**src/rtl/mips_pkg.sv**
```systemverilog
// Shared definitions for the 16-bit simplified MIPS datapath.
// Datapath widths, ALU op encodings ({ainvert, binvert, sel[1:0]}),
// the decoded control-bit bundle, and a register-index match helper.
package mips_pkg;

   localparam int WIDTH  = 16;
   localparam int REG_AW = 2;

   localparam logic [3:0] ALU_AND = 4'b0000;
   localparam logic [3:0] ALU_OR  = 4'b0001;
   localparam logic [3:0] ALU_ADD = 4'b0010;
   localparam logic [3:0] ALU_SUB = 4'b0110;
   localparam logic [3:0] ALU_SLT = 4'b0111;
   localparam logic [3:0] ALU_NOR = 4'b1100;

   // Decoded control bits carried from ID into EX.
   typedef struct packed {
      logic regwrite;
      logic memread;
      logic memwrite;
      logic memtoreg;
      logic branch;
      logic alusrc;
   } ctrl_t;

   // r0 is hard-wired to zero, so it never matches as a dependency.
   function automatic logic idx_match(input logic [REG_AW-1:0] a,
                                      input logic [REG_AW-1:0] b);
      return (a != '0) && (a == b);
   endfunction

endpackage

```
**src/rtl/fwd_mux.sv**
```systemverilog
// One-operand forwarding select. The younger EX/MEM result beats the
// older MEM/WB result; with no match the registered operand is used.
module fwd_mux
   import mips_pkg::*;
(
   input  logic [REG_AW-1:0] idx_i,
   input  logic [WIDTH-1:0]  reg_data_i,
   input  logic              exmem_we_i,
   input  logic [REG_AW-1:0] exmem_rd_i,
   input  logic [WIDTH-1:0]  exmem_data_i,
   input  logic              memwb_we_i,
   input  logic [REG_AW-1:0] memwb_rd_i,
   input  logic [WIDTH-1:0]  memwb_data_i,
   output logic [WIDTH-1:0]  data_o
);

   // Priority select: EX/MEM, then MEM/WB, then the registered value.
   always_comb begin
      data_o = reg_data_i;
      if (exmem_we_i && idx_match(exmem_rd_i, idx_i)) begin
         data_o = exmem_data_i;
      end else if (memwb_we_i && idx_match(memwb_rd_i, idx_i)) begin
         data_o = memwb_data_i;
      end
   end

endmodule

```
**src/rtl/id_ex_stage.sv**
```systemverilog
// ID/EX pipeline register with operand forwarding and hazard stall.
// Build option ID_EX_FORWARD_EN: when defined, EX operands are forwarded
// from EX/MEM and MEM/WB and only load-use stalls. When undefined, the
// forwarding sources are tied off and any RAW against EX or EX/MEM stalls;
// the MEM/WB write-back bypass at capture is present in both builds.
module id_ex_stage
   import mips_pkg::*;
(
   input  logic              clock,
   input  logic              reset,
   input  logic              id_valid,
   input  logic [WIDTH-1:0]  id_rs_data,
   input  logic [WIDTH-1:0]  id_rt_data,
   input  logic [WIDTH-1:0]  id_imm,
   input  logic [REG_AW-1:0] id_rs,
   input  logic [REG_AW-1:0] id_rt,
   input  logic [REG_AW-1:0] id_rd,
   input  logic [3:0]        id_alu_op,
   input  logic              id_alusrc,
   input  logic              id_regdst,
   input  logic              id_regwrite,
   input  logic              id_memread,
   input  logic              id_memwrite,
   input  logic              id_memtoreg,
   input  logic              id_branch,
   input  logic              flush,
   input  logic              exmem_regwrite,
   input  logic [REG_AW-1:0] exmem_rd,
   input  logic [WIDTH-1:0]  exmem_result,
   input  logic              memwb_regwrite,
   input  logic [REG_AW-1:0] memwb_rd,
   input  logic [WIDTH-1:0]  memwb_result,
   output logic              stall,
   output logic              ex_valid,
   output logic [3:0]        ex_alu_op,
   output logic [WIDTH-1:0]  ex_a,
   output logic [WIDTH-1:0]  ex_b,
   output logic [WIDTH-1:0]  ex_store_data,
   output logic [REG_AW-1:0] ex_wreg,
   output logic              ex_regwrite,
   output logic              ex_memread,
   output logic              ex_memwrite,
   output logic              ex_memtoreg,
   output logic              ex_branch
);

   logic              valid_q, valid_d;
   ctrl_t             ctrl_q, ctrl_d, id_ctrl;
   logic [3:0]        alu_op_q, alu_op_d;
   logic [REG_AW-1:0] rs_q, rs_d, rt_q, rt_d, wreg_q, wreg_d;
   logic [WIDTH-1:0]  rs_data_q, rs_data_d, rt_data_q, rt_data_d, imm_q, imm_d;
   logic [WIDTH-1:0]  rs_cap, rt_cap, fwd_rs, fwd_rt;
   logic              uses_rt, hazard, dep_ex, dep_exmem;
   logic              fwd_exmem_en, fwd_memwb_en;

   assign id_ctrl = '{regwrite: id_regwrite, memread: id_memread,
                      memwrite: id_memwrite, memtoreg: id_memtoreg,
                      branch: id_branch, alusrc: id_alusrc};

   assign uses_rt = ~id_alusrc | id_memwrite | id_branch;

   // Register-file write in progress this cycle is not yet visible in the
   // read data, so take it straight from MEM/WB while capturing.
   assign rs_cap = (memwb_regwrite && idx_match(memwb_rd, id_rs)) ? memwb_result : id_rs_data;
   assign rt_cap = (memwb_regwrite && idx_match(memwb_rd, id_rt)) ? memwb_result : id_rt_data;

   // Does the ID instruction read the register written by EX / EX/MEM?
   assign dep_ex    = idx_match(wreg_q, id_rs) || (uses_rt && idx_match(wreg_q, id_rt));
   assign dep_exmem = idx_match(exmem_rd, id_rs) || (uses_rt && idx_match(exmem_rd, id_rt));

`ifdef ID_EX_FORWARD_EN
   assign hazard       = valid_q && ctrl_q.memread && dep_ex;
   assign fwd_exmem_en = exmem_regwrite;
   assign fwd_memwb_en = memwb_regwrite;
`else
   assign hazard       = (valid_q && ctrl_q.regwrite && dep_ex) ||
                         (exmem_regwrite && dep_exmem);
   assign fwd_exmem_en = 1'b0;
   assign fwd_memwb_en = 1'b0;
`endif

   assign stall = id_valid && hazard && !flush;

   // Next EX contents: a bubble on flush or stall, else the ID instruction.
   always_comb begin
      valid_d   = 1'b0;
      ctrl_d    = '0;
      alu_op_d  = '0;
      rs_d      = '0;
      rt_d      = '0;
      wreg_d    = '0;
      rs_data_d = '0;
      rt_data_d = '0;
      imm_d     = '0;
      if (!flush && !stall) begin
         valid_d   = id_valid;
         ctrl_d    = id_valid ? id_ctrl : '0;
         alu_op_d  = id_valid ? id_alu_op : '0;
         rs_d      = id_rs;
         rt_d      = id_rt;
         wreg_d    = id_regdst ? id_rd : id_rt;
         rs_data_d = rs_cap;
         rt_data_d = rt_cap;
         imm_d     = id_imm;
      end
   end

   // Pipeline register; reset loads a bubble.
   always_ff @(posedge clock) begin
      if (reset) begin
         valid_q   <= 1'b0;
         ctrl_q    <= '0;
         alu_op_q  <= '0;
         rs_q      <= '0;
         rt_q      <= '0;
         wreg_q    <= '0;
         rs_data_q <= '0;
         rt_data_q <= '0;
         imm_q     <= '0;
      end else begin
         valid_q   <= valid_d;
         ctrl_q    <= ctrl_d;
         alu_op_q  <= alu_op_d;
         rs_q      <= rs_d;
         rt_q      <= rt_d;
         wreg_q    <= wreg_d;
         rs_data_q <= rs_data_d;
         rt_data_q <= rt_data_d;
         imm_q     <= imm_d;
      end
   end

   fwd_mux u_fwd_rs (
      .idx_i        (rs_q),
      .reg_data_i   (rs_data_q),
      .exmem_we_i   (fwd_exmem_en),
      .exmem_rd_i   (exmem_rd),
      .exmem_data_i (exmem_result),
      .memwb_we_i   (fwd_memwb_en),
      .memwb_rd_i   (memwb_rd),
      .memwb_data_i (memwb_result),
      .data_o       (fwd_rs)
   );

   fwd_mux u_fwd_rt (
      .idx_i        (rt_q),
      .reg_data_i   (rt_data_q),
      .exmem_we_i   (fwd_exmem_en),
      .exmem_rd_i   (exmem_rd),
      .exmem_data_i (exmem_result),
      .memwb_we_i   (fwd_memwb_en),
      .memwb_rd_i   (memwb_rd),
      .memwb_data_i (memwb_result),
      .data_o       (fwd_rt)
   );

   assign ex_valid      = valid_q;
   assign ex_alu_op     = alu_op_q;
   assign ex_a          = fwd_rs;
   assign ex_b          = ctrl_q.alusrc ? imm_q : fwd_rt;
   assign ex_store_data = fwd_rt;
   assign ex_wreg       = wreg_q;
   assign ex_regwrite   = ctrl_q.regwrite;
   assign ex_memread    = ctrl_q.memread;
   assign ex_memwrite   = ctrl_q.memwrite;
   assign ex_memtoreg   = ctrl_q.memtoreg;
   assign ex_branch     = ctrl_q.branch;

endmodule

```
**config.mk**
```make
export PLATFORM = sky130hd
export DESIGN_NAME = id_ex_stage
export DESIGN_NICKNAME = d
export VERILOG_FILES = /design/src/rtl/mips_pkg.sv /design/src/rtl/fwd_mux.sv /design/src/rtl/id_ex_stage.sv
export SDC_FILE = /design/constraint.sdc
export NUM_CORES = 1
export LEC_CHECK = 0
export ABC_AREA = 0
export CAP_MARGIN = 5
export CORE_MARGIN = 3
export CORE_UTILIZATION = 38
export DETAILED_ROUTE_END_ITERATION = 16
export GPL_TIMING_DRIVEN = 1
export PLACE_DENSITY = 0.75
export SYNTH_ARGS = -nofsm -noshare
export SYNTH_HDL_FRONTEND = slang
export SYNTH_HIERARCHICAL = 1
export SYNTH_SLANG_ARGS = --single-unit
export TNS_END_PERCENT = 50
```
**constraint.sdc**
```tcl
create_clock -name clock -period 2.2 [get_ports clock]
set_input_delay 0.44 -clock clock [delete_from_list [all_inputs] [get_ports clock]]
set_output_delay 0.44 -clock clock [all_outputs]
set_load 0.03 [all_outputs]
```
==> results of run 1 <==
power groups by stage:
| stage | registers [mW] | logic [mW] | clock network [mW] |
|---|---|---|---|
| floorplan | 1.28 | 0.428 | 0 |
| global placement | 1.27 | 0.881 | 0 |
| detailed placement | 1.28 | 0.891 | 0 |
| CTS | 1.25 | 0.883 | 1.18 |
| global route | 1.25 | 0.943 | 1.23 |
| finish | 1.25 | 0.888 | 1.15 |
cells in the mapped netlist, types with 2 or more instances:
library cell and number:
a211oi_1 32, a21oi_1 28, a21oi_2 4, a2bb2oi_2 2, and4bb_1 2, buf_1 3, buf_12 2, buf_2 12
buf_6 5, clkbuf_1 13, dfxtp_1 65, inv_1 3, mux2_2 16, mux2i_1 34, nand2_1 5, nand3_1 36
nand3b_1 2, nor2_1 34, nor3_1 3, nor3b_1 21, nor4b_1 10, nor4bb_1 3, o21ai_0 32, o22a_1 2
o22ai_1 2, o2bb2ai_4 2, xor2_1 11
what timing repair did:
item | in CTS | in global routing
hold endpoints to repair | 0 | 0
setup buffers | 1 | 0
setup endpoints to repair | 15 | 6
gates resized for setup | 21 | 22
pin swaps | 6 | 7
flip-flops by register name, summed over array words and instances (netlist names):
register	flops
rt_q	2
ex_regwrite	1
ex_memtoreg	1
rs_q	2
ex_memwrite	1
rs_data_q	16
rt_data_q	16
ctrl_q	1
ex_branch	1
ex_wreg	2
imm_q	16
ex_valid	1
ex_memread	1
ex_alu_op	4
cells by family (layout without fill, tap and decap cells):
| group | count (synthesis) | count (layout) | share of synthesized area, % |
|---|---|---|---|
| xor gates and xnor gates | 12 | 12 | 2.91 |
| buffers and inverters | 39 | 213 | 6.51 |
| other | 1 | 8 | 0.104 |
| muxes | 50 | 50 | 14.4 |
| and+or+nand+nor | 117 | 117 | 18.4 |
| DFF | 65 | 65 | 36.0 |
| AOI/OAI and AO/OA | 112 | 112 | 21.6 |
path summary, 6_finish.rpt:
check / to / slack, ps
hold / removal: ex_memwrite / 420
setup / recovery: ex_store_data[12] / 60
setup reg to reg: imm_q[2] / 410
hold reg to reg: ex_valid / 950
per-layer routing:
layer | vias to the layer above | wire (um)
met4 | 0 | 241
met3 | 19 | 941
met1 | 1783 | 5030
li1 | 1807 | -
met2 | 149 | 6430
met5 | - | 0
critical path: stages (launching register included):
cell,delay [ps]
dfxtp_1,320
mux2i_1,80
a21oi_2,240
clkdlybuf4s50_1,710
per-stage QoR:
stage                     utilization, %  hold slack [ps]  TNS [ps]  std cells  instance area (um^2)
after floorplan                        -              587     -18.1        403                  3660
after global routing                64.4              411         0        703                  5780
after global placement              61.4              940     -9440        686                  5510
after CTS                           63.9              633      -150        703                  5740
final                               64.4              419         0        703                  5780
after detailed placement            61.4              943    -11200        686                  5510
cell type report:
cell class / count / area share [%]
Clock buffer: 9 / 2.14
Clock inverter: 7 / 1.78
Inverter: 3 / 0.195
Multi-Input combinational cell: 299 / 36.8
Sequential cell: 65 / 22.5
Tap cell: 126 / 2.73
Timing Repair Buffer: 194 / 33.8
==> out/metrics.cfg, run 1 <==
[run_status]
status=finished, violations left
violations=max-slew violations

[route]
drc=0
drtIter0Drc=176
routed_via_density=5.35
wirelength_mm=12.6
antenna_left=0
vias=3758
routedWlPerCell_um=18.0
drt_pass1_iterations=4

[yosys]
ys_seq_elements=65
synth_cell_types=39
synth_flop_cell=dfxtp_1
synth_edf_count=0
synthCells=396
synth_top_area_cell=dfxtp_1
synth_area_leaders=dfxtp_1, mux2i_1, a211oi_1, nand3_1, mux2_2
syn-cell-area_um2=3610
synth_top_cell_area_share_pct=36.0
synth-warning-count=6
avgSynthCellArea_um2=9.12
synthArstFlopShare_pct=0
ys_seq_area_share_pct=36.0

[setup_path]
path_class=reg -> out
worstPathRequired_ps=1760
end_kind=primary output
startpoint=rt_data_q[12]
crit_fanout=2
crit_path_start_kind=register
r2r_cells=6
r2r-start=ex_wreg[0]
critPathArrivalTime_ps=1700

[global_routing]
antenna_found_initial=0
grt.total_usage_pct=23.2
grt_pass1_wl_mm=20.2
grt_max_degree=55
met3_usage_pct=7.15
grt_overflow_total=0
grt_pass1_vias=3861
met1_usage_pct=27.2
use_met2_pct=40.4
gr-max-usage-layer=met2

[sta]
fin_skew_ps=9.57
tightest_slew_ps=1550
setup_viol=0
relSlewSlack_pct=-3.57
period_needed_ps=2140
worst_slack_ps=62.0
hold_viol=0
fin_crit_sh_pct=97.2
final_max_slew_viol_count=33
rsz0062_at_grt=false
fmax_mhz=468

[min_path]
hp-start=id_memwrite
whs_path_depth=2
min_path_type=in -> reg

[power]
power.total_mw=3.29
p_leak_nw=2.23
intPower_mw=2.31
seqPwrFrac_pct=38.0
clockPowerShare_pct=35.0
ir_worst_vdd_mv=0.395
switching_share_pct=29.6
combPwrFrac_pct=27.0
power_density_nw_per_um2=569
p_sw_mw=0.974

[finish]
drive_gt1_share_pct=14.0
nFillCells=779
diodes=0
multi_input_area_um2=2130
ff_latch_area_um2=1300
layout_commonest_cell=clkdlybuf4s50_1
area.growth.synth_to_final_pct=59.9
layout.nets=679
final_cell_mix=clkdlybuf4s50_1, dfxtp_1, nand3_1, mux2i_1, nor2_1

[placed_design]
hpwlAfterDp_mm=9.01
post-place-ws_ps=-334
io_buffer_count=167
place.gp.congestion=0.870

[floorplanning]
die_w_um=104
core_um2=8980
rows=34
die_h_um=104
die_area_um2=10700
start_util_pct=40.3
ios=168

[clocking]
cts_tree=built
cts.sinks=65
clk_path_buf_depth=2
clock_latency_ps=350
cts_buffers=9
cts-root-buf=clkbuf_8
path_clk_slew_ps=80
cts_hold_buf=0
cts_max_level=3

[job]
maxCapViolCount=0

(Power assumes the default switching activity.)
==> inputs of run 2 (changes only) <==
Settings changed: CTS_CLUSTER_DIAMETER set to 80.
==> results of run 2 <==
Final layout, timing and power as in run 1 (identical DEF).
